### src/rtl/pakout_ser_pkg.sv
// Shared definitions for the packet-out serializer and packet-in receiver.
// Both ends derive message width and packet count from the same functions.
package pakout_ser_pkg;

  localparam logic ON  = 1'b1;
  localparam logic OFF = 1'b0;

  localparam int ASZ_D = 6;
  localparam int DSZ_D = 4;
  localparam int RSZ_D = 4;
  localparam int PSZ_D = 4;

  function automatic int msz_f(input int a, input int d, input int r);
    return 2 * a + d + r;
  endfunction

  function automatic int np_f(input int m, input int p);
    return (m + p - 1) / p;
  endfunction

  typedef enum logic [1:0] {
    GAP,
    SEND,
    RELEASE
  } pk_st_e;

endpackage

### src/rtl/pakout_chnl_src.sv
// 4-phase packet output channel: owns pk_req/pk_dat/pk_fst and the
// SEND/RELEASE/GAP sequencing; asks the parent for the next packet.
module pakout_chnl_src
  import pakout_ser_pkg::*;
#(
  parameter int PSZ = PSZ_D
) (
  input  logic           i_clk,
  input  logic           reset,
  input  logic           ld,
  input  logic [PSZ-1:0] ld_dat,
  input  logic [PSZ-1:0] nx_dat,
  input  logic           last,
  input  logic           pk_ack,
  output logic [PSZ-1:0] pk_dat,
  output logic           pk_fst,
  output logic           pk_req,
  output logic           adv,
  output logic           fin
);

  pk_st_e         st_q, st_d;
  logic           req_q, req_d;
  logic           fst_q, fst_d;
  logic [PSZ-1:0] dat_q, dat_d;

  always_ff @(posedge i_clk or posedge reset) begin
    if (reset) begin
      st_q  <= GAP;
      req_q <= OFF;
      fst_q <= OFF;
      dat_q <= '0;
    end else begin
      st_q  <= st_d;
      req_q <= req_d;
      fst_q <= fst_d;
      dat_q <= dat_d;
    end
  end

  always_comb begin
    st_d  = st_q;
    req_d = req_q;
    fst_d = fst_q;
    dat_d = dat_q;
    adv   = OFF;
    fin   = OFF;
    unique case (st_q)
      GAP: begin
        // Acks seen here are spurious and deliberately ignored.
        if (ld) begin
          st_d  = SEND;
          req_d = ON;
          fst_d = ON;
          dat_d = ld_dat;
        end
      end
      SEND: begin
        if (pk_ack == ON) begin
          req_d = OFF;
          st_d  = RELEASE;
        end
      end
      RELEASE: begin
        if (pk_ack == OFF) begin
          if (last) begin
            fin  = ON;
            st_d = GAP;
          end else begin
            adv   = ON;
            dat_d = nx_dat;
            fst_d = OFF;
            req_d = ON;
            st_d  = SEND;
          end
        end
      end
      default: st_d = GAP;
    endcase
  end

  assign pk_dat = dat_q;
  assign pk_fst = fst_q;
  assign pk_req = req_q;

endmodule

### src/rtl/pakout_ser.sv
// Message-to-packet serializer: captures {src,dst,dat,red} over 4-phase
// req/ack and emits NP packets, MSB first, on a second 4-phase channel.
module pakout_ser
  import pakout_ser_pkg::*;
#(
  parameter int ASZ = ASZ_D,
  parameter int DSZ = DSZ_D,
  parameter int RSZ = RSZ_D,
  parameter int PSZ = PSZ_D
) (
  input  logic           i_clk,
  input  logic           reset,
  input  logic [ASZ-1:0] mi_src,
  input  logic [ASZ-1:0] mi_dst,
  input  logic [DSZ-1:0] mi_dat,
  input  logic [RSZ-1:0] mi_red,
  input  logic           mi_req,
  output logic           mi_ack,
  output logic [PSZ-1:0] pk_dat,
  output logic           pk_fst,
  output logic           pk_req,
  input  logic           pk_ack,
  output logic           busy
);

  localparam int MSZ = msz_f(ASZ, DSZ, RSZ);
  localparam int NP  = np_f(MSZ, PSZ);
  localparam int WSZ = NP * PSZ;
  localparam int IW  = (NP > 1) ? $clog2(NP) : 1;

  logic [WSZ-1:0] sr_q, sr_d;
  logic [IW-1:0]  idx_q, idx_d;
  logic           busy_q, busy_d;
  logic           ack_q, ack_d;

  logic [WSZ-1:0] w_ext;
  logic [WSZ-1:0] sr_sh;
  logic           cap;
  logic           last;
  logic           adv;
  logic           fin;

  assign w_ext = WSZ'({mi_src, mi_dst, mi_dat, mi_red});
  assign sr_sh = sr_q << PSZ;
  assign cap   = !busy_q && mi_req && !ack_q;
  assign last  = (idx_q == IW'(NP - 1));

  always_ff @(posedge i_clk or posedge reset) begin
    if (reset) begin
      sr_q   <= '0;
      idx_q  <= '0;
      busy_q <= OFF;
      ack_q  <= OFF;
    end else begin
      sr_q   <= sr_d;
      idx_q  <= idx_d;
      busy_q <= busy_d;
      ack_q  <= ack_d;
    end
  end

  always_comb begin
    sr_d   = sr_q;
    idx_d  = idx_q;
    busy_d = busy_q;
    ack_d  = ack_q;
    if (cap) begin
      sr_d   = w_ext;
      idx_d  = '0;
      busy_d = ON;
      ack_d  = ON;
    end else begin
      if (adv) begin
        sr_d  = sr_sh;
        idx_d = idx_q + 1'b1;
      end
      if (fin) busy_d = OFF;
    end
    // Message-side release runs regardless of packet progress.
    if (ack_q && !mi_req) ack_d = OFF;
  end

  pakout_chnl_src #(
    .PSZ(PSZ)
  ) u_chnl (
    .i_clk  (i_clk),
    .reset  (reset),
    .ld     (cap),
    .ld_dat (w_ext[WSZ-1 -: PSZ]),
    .nx_dat (sr_sh[WSZ-1 -: PSZ]),
    .last   (last),
    .pk_ack (pk_ack),
    .pk_dat (pk_dat),
    .pk_fst (pk_fst),
    .pk_req (pk_req),
    .adv    (adv),
    .fin    (fin)
  );

  assign mi_ack = ack_q;
  assign busy   = busy_q;

endmodule
### config.mk
export PLATFORM = sky130hd
export DESIGN_NAME = pakout_ser
export DESIGN_NICKNAME = d
export VERILOG_FILES = /design/src/rtl/pakout_ser_pkg.sv /design/src/rtl/pakout_chnl_src.sv /design/src/rtl/pakout_ser.sv
export SDC_FILE = /design/constraint.sdc
export NUM_CORES = 1
export LEC_CHECK = 0
export CORE_ASPECT_RATIO = 0.6
export CORE_MARGIN = 5
export CORE_UTILIZATION = 30
export DETAILED_ROUTE_END_ITERATION = 12
export GPL_TIMING_DRIVEN = 1
export PLACE_DENSITY_LB_ADDON = 0.15
export SLEW_MARGIN = 25
export SYNTH_ARGS = -nofsm -noshare
export SYNTH_HDL_FRONTEND = slang
export SYNTH_SLANG_ARGS = --single-unit
### constraint.sdc
create_clock -name i_clk -period 1.89 [get_ports i_clk]
set_clock_uncertainty 0.2 [all_clocks]
set_input_delay 0.4725 -clock i_clk [delete_from_list [all_inputs] [get_ports i_clk]]
set_output_delay 0.4725 -clock i_clk [all_outputs]
set_load 0.02 [all_outputs]
# Word-level counts from Yosys, hierarchy flattened
# Cells that the tools add are included.
[word_totals]
ff_bits = 29
inputBits = 24
output_inout_bits = 8
word_cells = 61
[classes]
addsub = 1
eq_ne = 7
mux = 30
reduce_logical = 15
[op_table]
columns = ["cell", "count"]
rows = [
  ["$mux 16", 2],
  ["$mux 1", 16],
  ["$mux 4", 3],
  ["$ne 2x2->1 const B", 4],
  ["$pmux 4 s2", 1],
  ["$reduce_bool 2->1", 4],
  ["$mux 2", 3],
  ["$mux 3", 2],
  ["$pmux 2 s3", 1],
  ["$reduce_and 5->1", 1],
  ["$reduce_and 4->1", 1],
  ["$add 3x1->3 const B", 1],
  ["$eq 3x3->1 const B", 1],
  ["$logic_and 1x1->1", 3],
  ["$logic_not 1->1", 3],
  ["$pmux 1 s3", 1],
  ["$reduce_and 3->1", 1],
  ["$reduce_bool 3->1", 1],
  ["$eq 2x1->1 const B", 1],
  ["$eq 2x2->1 const B", 1],
  ["$logic_not 2->1", 1],
  ["$pmux 1 s2", 1],
]

# Logic depth before layout (Yosys ltp)
[logic_depth]
depth_word = 6
depth_mapped = 6
depth_no_buf = 5

# Hierarchy
# From an unflattened synthesis, not the netlist that was laid out.
[hier_totals]
cells_unflattened = 110
area_unflattened_um2 = 1559.0
[modules_own_cells]
columns = ["module", "n_inst", "cells_each", "area_each_um2"]
rows = [
  ["pakout_ser", 1, 75, 1129.8],
  ["pakout_chnl_src", 1, 35, 429.2],
]

# Worst setup path after synthesis
# No wires, ideal clock.
[synth_timing]
path_kind = "reg-to-reg"
startpoint = "reg idx_q[0]"
endpoint = "reg u_chnl.dat_q[0], in the netlist u_chnl.pk_dat[0]"
t_arrival_ns = 1.399
t_required_ns = 1.565
path_slack_ns = 0.166
path_stages_with_launch = 6
path_buffers = 0
period_less_slack_ns = 1.724
path_cell_list = "dfrtp_1 -> inv_1 -> ha_1 -> a21oi_2 -> a22o_4 -> mux2_4"
[synth_via]
elab_chain_len = 3
[synth_lines]
columns = ["item", "line_no", "text"]
rows = [
  ["start: declaration", "pakout_ser.sv:32", "logic [IW-1:0] idx_q, idx_d;"],
  ["start signal: assignment", "pakout_ser.sv:56", "idx_q <= idx_d;"],
  ["$eq 3x3->1", "pakout_ser.sv:46", "assign last = (idx_q == IW'(NP - 1));"],
  ["$ne 2x2->1 (no line)", "--", ""],
  ["$reduce_and 4->1 (no line)", "--", ""],
  ["end signal: assignment", "pakout_chnl_src.sv:37", "dat_q <= dat_d;"],
  ["end: declaration", "pakout_chnl_src.sv:25", "logic [PSZ-1:0] dat_q, dat_d;"],
]
# No other way between the ends.
# A chain may end at the register's enable or synchronous reset.

# Worst setup path in the final report
[layout_timing]
startpoint = "in mi_req"
endpoint = "reg u_chnl.req_q, in the netlist u_chnl.pk_req"
[layout_via]
elab_chain_len = 4
[layout_lines]
columns = ["item", "line_no", "text"]
rows = [
  ["start: declaration", "pakout_ser.sv:17", "input logic mi_req,"],
  ["$logic_and 1x1->1 (2 in series)", "pakout_ser.sv:45", "assign cap = !busy_q && mi_req && !ack_q;"],
  ["$ne 2x2->1 (no line)", "--", ""],
  ["$reduce_and 5->1 (no line)", "--", ""],
  ["end signal: assignment", "pakout_chnl_src.sv:35", "req_q <= req_d;"],
  ["end: declaration", "pakout_chnl_src.sv:23", "logic req_q, req_d;"],
]
# No other way between the ends.

==> impl_metrics.tcl <==
set metrics [dict create \
    synth_cell_types 32 \
    start_util 0.313 \
    grt_pass1_wl_um 6070 \
    path_depth 5 \
    synth_cells 148 \
    htreeDepth 2 \
    syn_area_sq_um 1450 \
    power_mw 2.63 \
    period_share 0.934 \
    min_path_cells 2 \
    holdBufCountCts 0 \
    routed_wl_um 3590 \
    wl_met2_um 1670 \
    boundaryPins 32 \
    seq_power_share 0.412 \
    top_layer "met4" \
    grt.total_usage 0.123 \
    synthMuxAreaShare 0.0887 \
    slowest_delay_ns 0.48 \
    p_leak_nw 0.828 \
    port_buffers 31 \
    tritoncts "yes" \
    route.vias.total 1220 \
    routabilityCongestion 0.766 \
    die_w_um 99.8 \
    synth-compound-area-share 0.211 \
    fmaxAchievable_mhz 566 \
    cts_made_buffers 5 \
    synth_adder_area_share 0.0172 \
    switching_power_uw 945 \
    die_y_um 63.9 \
    worst_hold_path_type "reg2reg" \
    worst_pin_slew_ns 0.394 \
    p_clk_frac 0.193 \
    syn_avg_cell_area_sq_um 9.82 \
    final_common_cell "dfrtp_1" \
    hpwl_um 2520 \
    drv_slew 0 \
    drt.antenna.violating_nets 0 \
    cp_common_cell "nor3_1" \
    nets 211 \
    worst-path-buf-inv 2 \
    synth_top_family_by_area "compound AO/OA/AOI/OAI gates" \
    worstSetupStartpointType "input pin" \
    ys_ff_latch 29 \
    die_area_sq_um 6380 \
    dr_wl_met3_um 186 \
    clock_path_buffers 2 \
    fillerInstances 487 \
    drt-pass1-iter-count 6 \
    root_buffer "clkbuf_8" \
    peakVddDrop_mv 0.387 \
    setup-violations-final 0 \
    postCtsSetupBuffers 0 \
    period_minus_slack_ns 1.77 \
    met1_length_um 1710 \
    routed_via_density 4.92 \
    cp_top_family "buffers and inverters" \
    end_kind "flip-flop" \
    rr_worst_depth 3 \
    rsz0062_at_grt "no" \
    crit_fanout 21 \
    finalHoldViolations 0 \
    maxCapViolations 0 \
    synthSimpleGateAreaFrac 0.124 \
    synth_fp_nets 174 \
    syn_to_final_growth_pct 32.3 \
    slowest_stage "clkdlybuf4s50_1" \
    cts_resized 8 \
    drive_gt1_frac 0.141 \
    detail_route.wl_per_cell_um 14.5 \
    path_class "in2reg" \
    swShare 0.360 \
    grt_max_degree 30 \
    drc 0 \
    grt_pass1_vias 1279 \
    diodes 0 \
    cp_cell_sequence "clkdlybuf4s50_1 > nor3b_2 > buf_4 > nor3_1 > nor3_1" \
    grt_overflow_total 0 \
    core-area_sq_um 4640 \
    internal_power_mw 1.68 \
    finalSetupTns_ns 0 \
    synth-xor-area-share 0 \
    pwr_density_cell_nw_per_um2 1370 \
    drt_iter0_markers 35 \
    status "complete, no violations" \
    clock_latency_ns 0.27 \
    ys_seq_area_frac 0.500 \
    cts_sinks 29 \
    combPwrFrac 0.395 \
    worstPathArrival_ns 1.75 \
    maxSlewHeadroom 0.737 \
    required_ns 1.87 \
    final_cell_mix "dfrtp_1 (29), clkdlybuf4s50_1 (23), o21ai_0 (17), a21oi_1 (16), nor2_1 (15)" \
    yosys_warnings 0 \
    antenna_found_initial 0 \
    row_count 19 \
    clkTransAtPathRegs_ns 0.06 \
]
per-stage QoR:
stage               worst slack [ns]  std cells  cell area, sq um   util  hold slack, ns
finish                         0.124        248              1920  0.415           0.292
global route                  0.0464        248              1920  0.415           0.337
CTS                            0.134        248              1920  0.415           0.299
detailed placement            -0.148        241              1850  0.398           0.290
global placement              -0.120        241              1850  0.398           0.286
floorplan                      0.166        148              1450      -           0.303
final cells by class:
| class | instances | area (sq um) | share of cell area |
|---|---|---|---|
| clock buffers | 7 | 86.3 | 0.0449 |
| inverters | 6 | 22.5 | 0.0117 |
| multi-input cells | 103 | 641 | 0.333 |
| flip-flops and latches | 29 | 726 | 0.378 |
| well taps | 63 | 78.8 | 0.0410 |
| repair buffers | 40 | 368 | 0.191 |
final timing paths:
| check | startpoint | to | slack [ns] |
|---|---|---|---|
| min in group asynchronous | reset | busy$_DFFE_PP0P_ | 0.38 |
| max in group asynchronous | reset | sr_q[11]$_DFFE_PP0P_ | 0.82 |
| worst max-delay path | mi_req | u_chnl.pk_req$_DFFE_PP0P_ | 0.12 |
| worst max register to register | u_chnl.st_q[1]$_DFFE_PP0P_ | u_chnl.pk_dat[3]$_DFFE_PP0P_ | 0.17 |
| worst min-delay path | u_chnl.pk_fst$_DFFE_PP0P_ | u_chnl.pk_fst$_DFFE_PP0P_ | 0.29 |
| worst min register to register | u_chnl.pk_fst$_DFFE_PP0P_ | u_chnl.pk_fst$_DFFE_PP0P_ | 0.29 |
cell usage after synthesis (all sizes together):
master | count | area [sq um]
o22ai | 2 | 12.5
a21oi | 17 | 88.8
a31oi | 12 | 75.1
nand3 | 3 | 15.0
nand2 | 11 | 41.3
or2b | 1 | 7.51
inv | 6 | 22.5
a22o | 1 | 17.5
or3b | 1 | 8.76
mux2i | 2 | 20.0
a21boi | 1 | 7.51
buf | 9 | 60.1
clkbuf | 1 | 3.75
nand2b | 2 | 15.0
a21o | 1 | 7.51
o21ai | 18 | 90.1
ha | 2 | 25.0
nor3b | 2 | 20.0
nor2b | 1 | 6.26
dfrtp | 29 | 726
o31ai | 1 | 7.51
mux2 | 8 | 109
nor3 | 2 | 10.0
nor2 | 15 | 56.3
power by group through the flow:
stage | clock network [mW] | logic [mW] | registers, mW
4_1_cts | 0.526 | 1.06 | 1.08
5_1_grt | 0.567 | 1.16 | 1.12
3_5_place_dp | 0 | 1.11 | 1.09
6_report | 0.507 | 1.04 | 1.08
2_1_floorplan | 0 | 0.664 | 1.14
3_3_place_gp | 0 | 1.08 | 1.07
worst reg2reg max path: stages (launching register included):
cell	delay, ns
dfrtp_1	0.44
nor2b_1	0.36
mux2_1	0.35
mux2_4	0.26
routing by layer:
layer | up-vias | GRT usage
met3 | 2 | 0.0478
met4 | 0 | 0.0443
met1 | 600 | 0.155
li1 | 592 | -
met2 | 26 | 0.192
met5 | - | 0
cell families after synthesis:
| logic type | after synthesis |
|---|---|
| AO/OA/AOI/OAI | 53 |
| adder cells (fa/ha/maj) | 2 |
| buffers and inverters | 16 |
| flip-flops | 29 |
| multiplexers | 10 |
| AND/OR/NAND/NOR | 38 |
sequential cells by signal (all words and copies together), names as in the netlist:
| name | flops |
|---|---|
| busy | 1 |
| mi_ack | 1 |
| u_chnl.pk_fst | 1 |
| u_chnl.pk_dat | 4 |
| idx_q | 3 |
| u_chnl.pk_req | 1 |
| u_chnl.st_q | 2 |
| sr_q | 16 |
No activity file was read; power rests on OpenSTA's default activity.
==> RTL change (config.mk and constraints unchanged) <==
`sr_q` no longer has a reset.
--- a/src/rtl/pakout_ser.sv
+++ b/src/rtl/pakout_ser.sv
@@ -48,14 +48,16 @@
   always_ff @(posedge i_clk or posedge reset) begin
     if (reset) begin
-      sr_q   <= '0;
       idx_q  <= '0;
       busy_q <= OFF;
       ack_q  <= OFF;
     end else begin
-      sr_q   <= sr_d;
       idx_q  <= idx_d;
       busy_q <= busy_d;
       ack_q  <= ack_d;
     end
+  end
+
+  always_ff @(posedge i_clk) begin
+    sr_q <= sr_d;
   end
 
Behaviour: same outputs for any inputs over 10 cycles, from zero or initial values and one cycle with reset high; that may be too few to reach the edited logic, so the function may still have changed.
==> RTL change against the unedited design <==
Non-clock buffer count increased by 2; wire length fell by 19%; worst setup slack better by 21 ps; area after synthesis is 4.0% lower; sequential share of layout area increased by 3.9 points; sequential cell count unchanged; final area grew 0.91%; largest cell class unchanged; power shrank 3.5%.
==> RTL change: results (changes against the unedited design) <==
* Reg clk slew, reported paths at 60 ps (about the same)
* Final hold vios at 0 (unchanged)
* GRT Resource Usage Total at 10.2% (-2.1 points)
* I/O Buffers at 31 (unchanged)
* Asr flop ratio synth at 44.8% (-55 points)
* Met2 wire length at 1.19 mm (-29%)
* Max reg flops at 16 (unchanged)
* First-pass GRT wire length at 4.81 mm (-21%)
* Leak pwr at 0.796 nW (-3.9%)
* Min-delay worst type: in2async
* CTS buffer count at 5 (unchanged)
* Hold buffer count at cts at 0 (unchanged)
* Top Layer Used: met4
* Synth top cells by count: nand2_1, edfxtp_1, dfrtp_1, mux2_2
* Arrival @ worst endpoint at 1710 ps (-40 ps)
* Outcome: finished, final reports clean
* Clk_lat worst skew at 280 ps
* Max VDD drop at 0.542 mV (+40%)
* # nets final at 193 (-8.5%)
* First drt pass iteration count at 4 (-2)
* Max stage delay on crit path at 390 ps (-90 ps)
* Cell Count, Final, Fillers Out at 231 (-6.9%)
* First DRT Iteration DRCs at 52 (+49%)
* Number of flops mapped to enable cells by yosys at 16 (+16)
* H-Tree Depth at 2 (unchanged)
* WL met1 at 1.46 mm (-14%)
* WL met3 at 190 um (+2.2%)
* Share of cells above drive strength 1 at 22.0% (+8.0 points)
* Post-Place Cells at 223 (-7.5%)
* Ys Warns at 0 (unchanged)
* Syn Area/Cell at 11.3 um^2 (+15%)
* N_diodes at 0 (unchanged)
* Antenna violations before repair at 0 (unchanged)
* Synthesized Nets at 150 (-14%)
* Detailed placement HPWL at 2.20 mm (-13%)
* Max-slew headroom at 78.4% (+4.7 points)
* Vias in the first global route at 985 (-23%)
* Clock root cell: clkbuf_8
* Slowest cell on crit path: dfrtp_1
* Synth top area cells: edfxtp_1, dfrtp_1, nand2_1, mux2_2, o21ai_0
* GP Congestion at 0.757 (-1.1%)
* WL/cell at 12.6 um (-13%)
* Netlist cell types at 26 (-19%)
* Via density at 4.29 (-13%)
* CTS max path bufs at 2 (unchanged)
* Seq/Total Area, Yosys at 57.8% (+7.8 points)
* Largest net degree at the start of global routing at 20 (-33%)
* Top_reg_cell synth: edfxtp_1
* CP Max Fanout at 5 (-76%)
* Top reg by flops: sr_q
## RTL change: cell types whose count changed after synthesis, moves of 4 or more
cell / before / now
o21ai_0: 17 / 7
a31oi_1: 12 / 0
dfrtp_1: 29 / 13
nor2_1: 15 / 2
mux2_4: 5 / 0
mux2_2: 2 / 8
edfxtp_1: 0 / 16
a21oi_1: 16 / 2
nand2_1: 11 / 38
and2_1: 0 / 5
buf_2: 6 / 2
## RTL change: power breakdown
part / leakage (nW) / total, mW / internal (mW) / switching [mW]
clock: 0.0439 / 0.480 / 0.253 / 0.227
combinational: 0.446 / 1.01 / 0.475 / 0.533
sequential: 0.306 / 1.05 / 0.927 / 0.122
## RTL change: critical path: cells and delay by family (launching register included)
family / cells / cell delay [ps]
flip-flops: 1 / 390
multiplexers: 1 / 370
AO/OA/AOI/OAI: 2 / 350
adder cells (fa/ha/maj): 1 / 240
buffers and inverters: 1 / 80
## RTL change: area by class of cell
cell class                      instances  area [um^2]
Fill cell                             461         2600
Timing Repair Buffer                   42          400
Sequential cell                        29          807
Tap cell                               63         78.8
Clock buffer                            5         68.8
Multi-Input combinational cell         82          541
Inverter                                7         26.3
Clock inverter                          3         17.5
## RTL change: metrics by stage
step	setup slack [ps]	hold WS (ps)	cell area (um^2)
2_1_floorplan	17.1	149	1410
3_3_place_gp	-314	293	1850
3_5_place_dp	-369	293	1850
4_1_cts	8.90	291	1930
5_1_grt	41.7	326	1940
6_report	145	294	1940
## RTL change: timing repair
action	CTS	global route
pin swaps	1	0
setup endpoints to repair	42	4
cloned	0	0
gates resized for setup	13	2
setup buffers	0	0
## RTL change: kinds of logic after synthesis
group                    after synthesis  share of synthesized area, %
multiplexers                           8                          6.46
adder cells (fa/ha/maj)                2                          1.79
AO/OA/AOI/OAI                         18                          10.9
AND/OR/NAND/NOR                       54                          17.6
buffers and inverters                 13                          5.56
flip-flops                            29                          57.8
## RTL change: routing by layer
metal / vias to the layer above / GRT usage, %
met2: 27 / 13.3
met1: 453 / 13.9
li1: 506 / -
met4: 0 / 6.22
met3: 6 / 4.24
met5: - / 0
## RTL change: path summary, 6_finish.rpt
check	start	end	slack [ps]	cells after the start
max reg2reg	idx_q[0]	u_chnl.pk_dat[3]	140	5
max in group asynchronous	reset	busy	1020	3
max	idx_q[0]	u_chnl.pk_dat[3]	140	5
min	reset	u_chnl.pk_dat[0]	290	3
min reg2reg	u_chnl.pk_dat[1]	u_chnl.pk_dat[1]	300	1
min in group i_clk	u_chnl.pk_dat[1]	u_chnl.pk_dat[1]	300	1
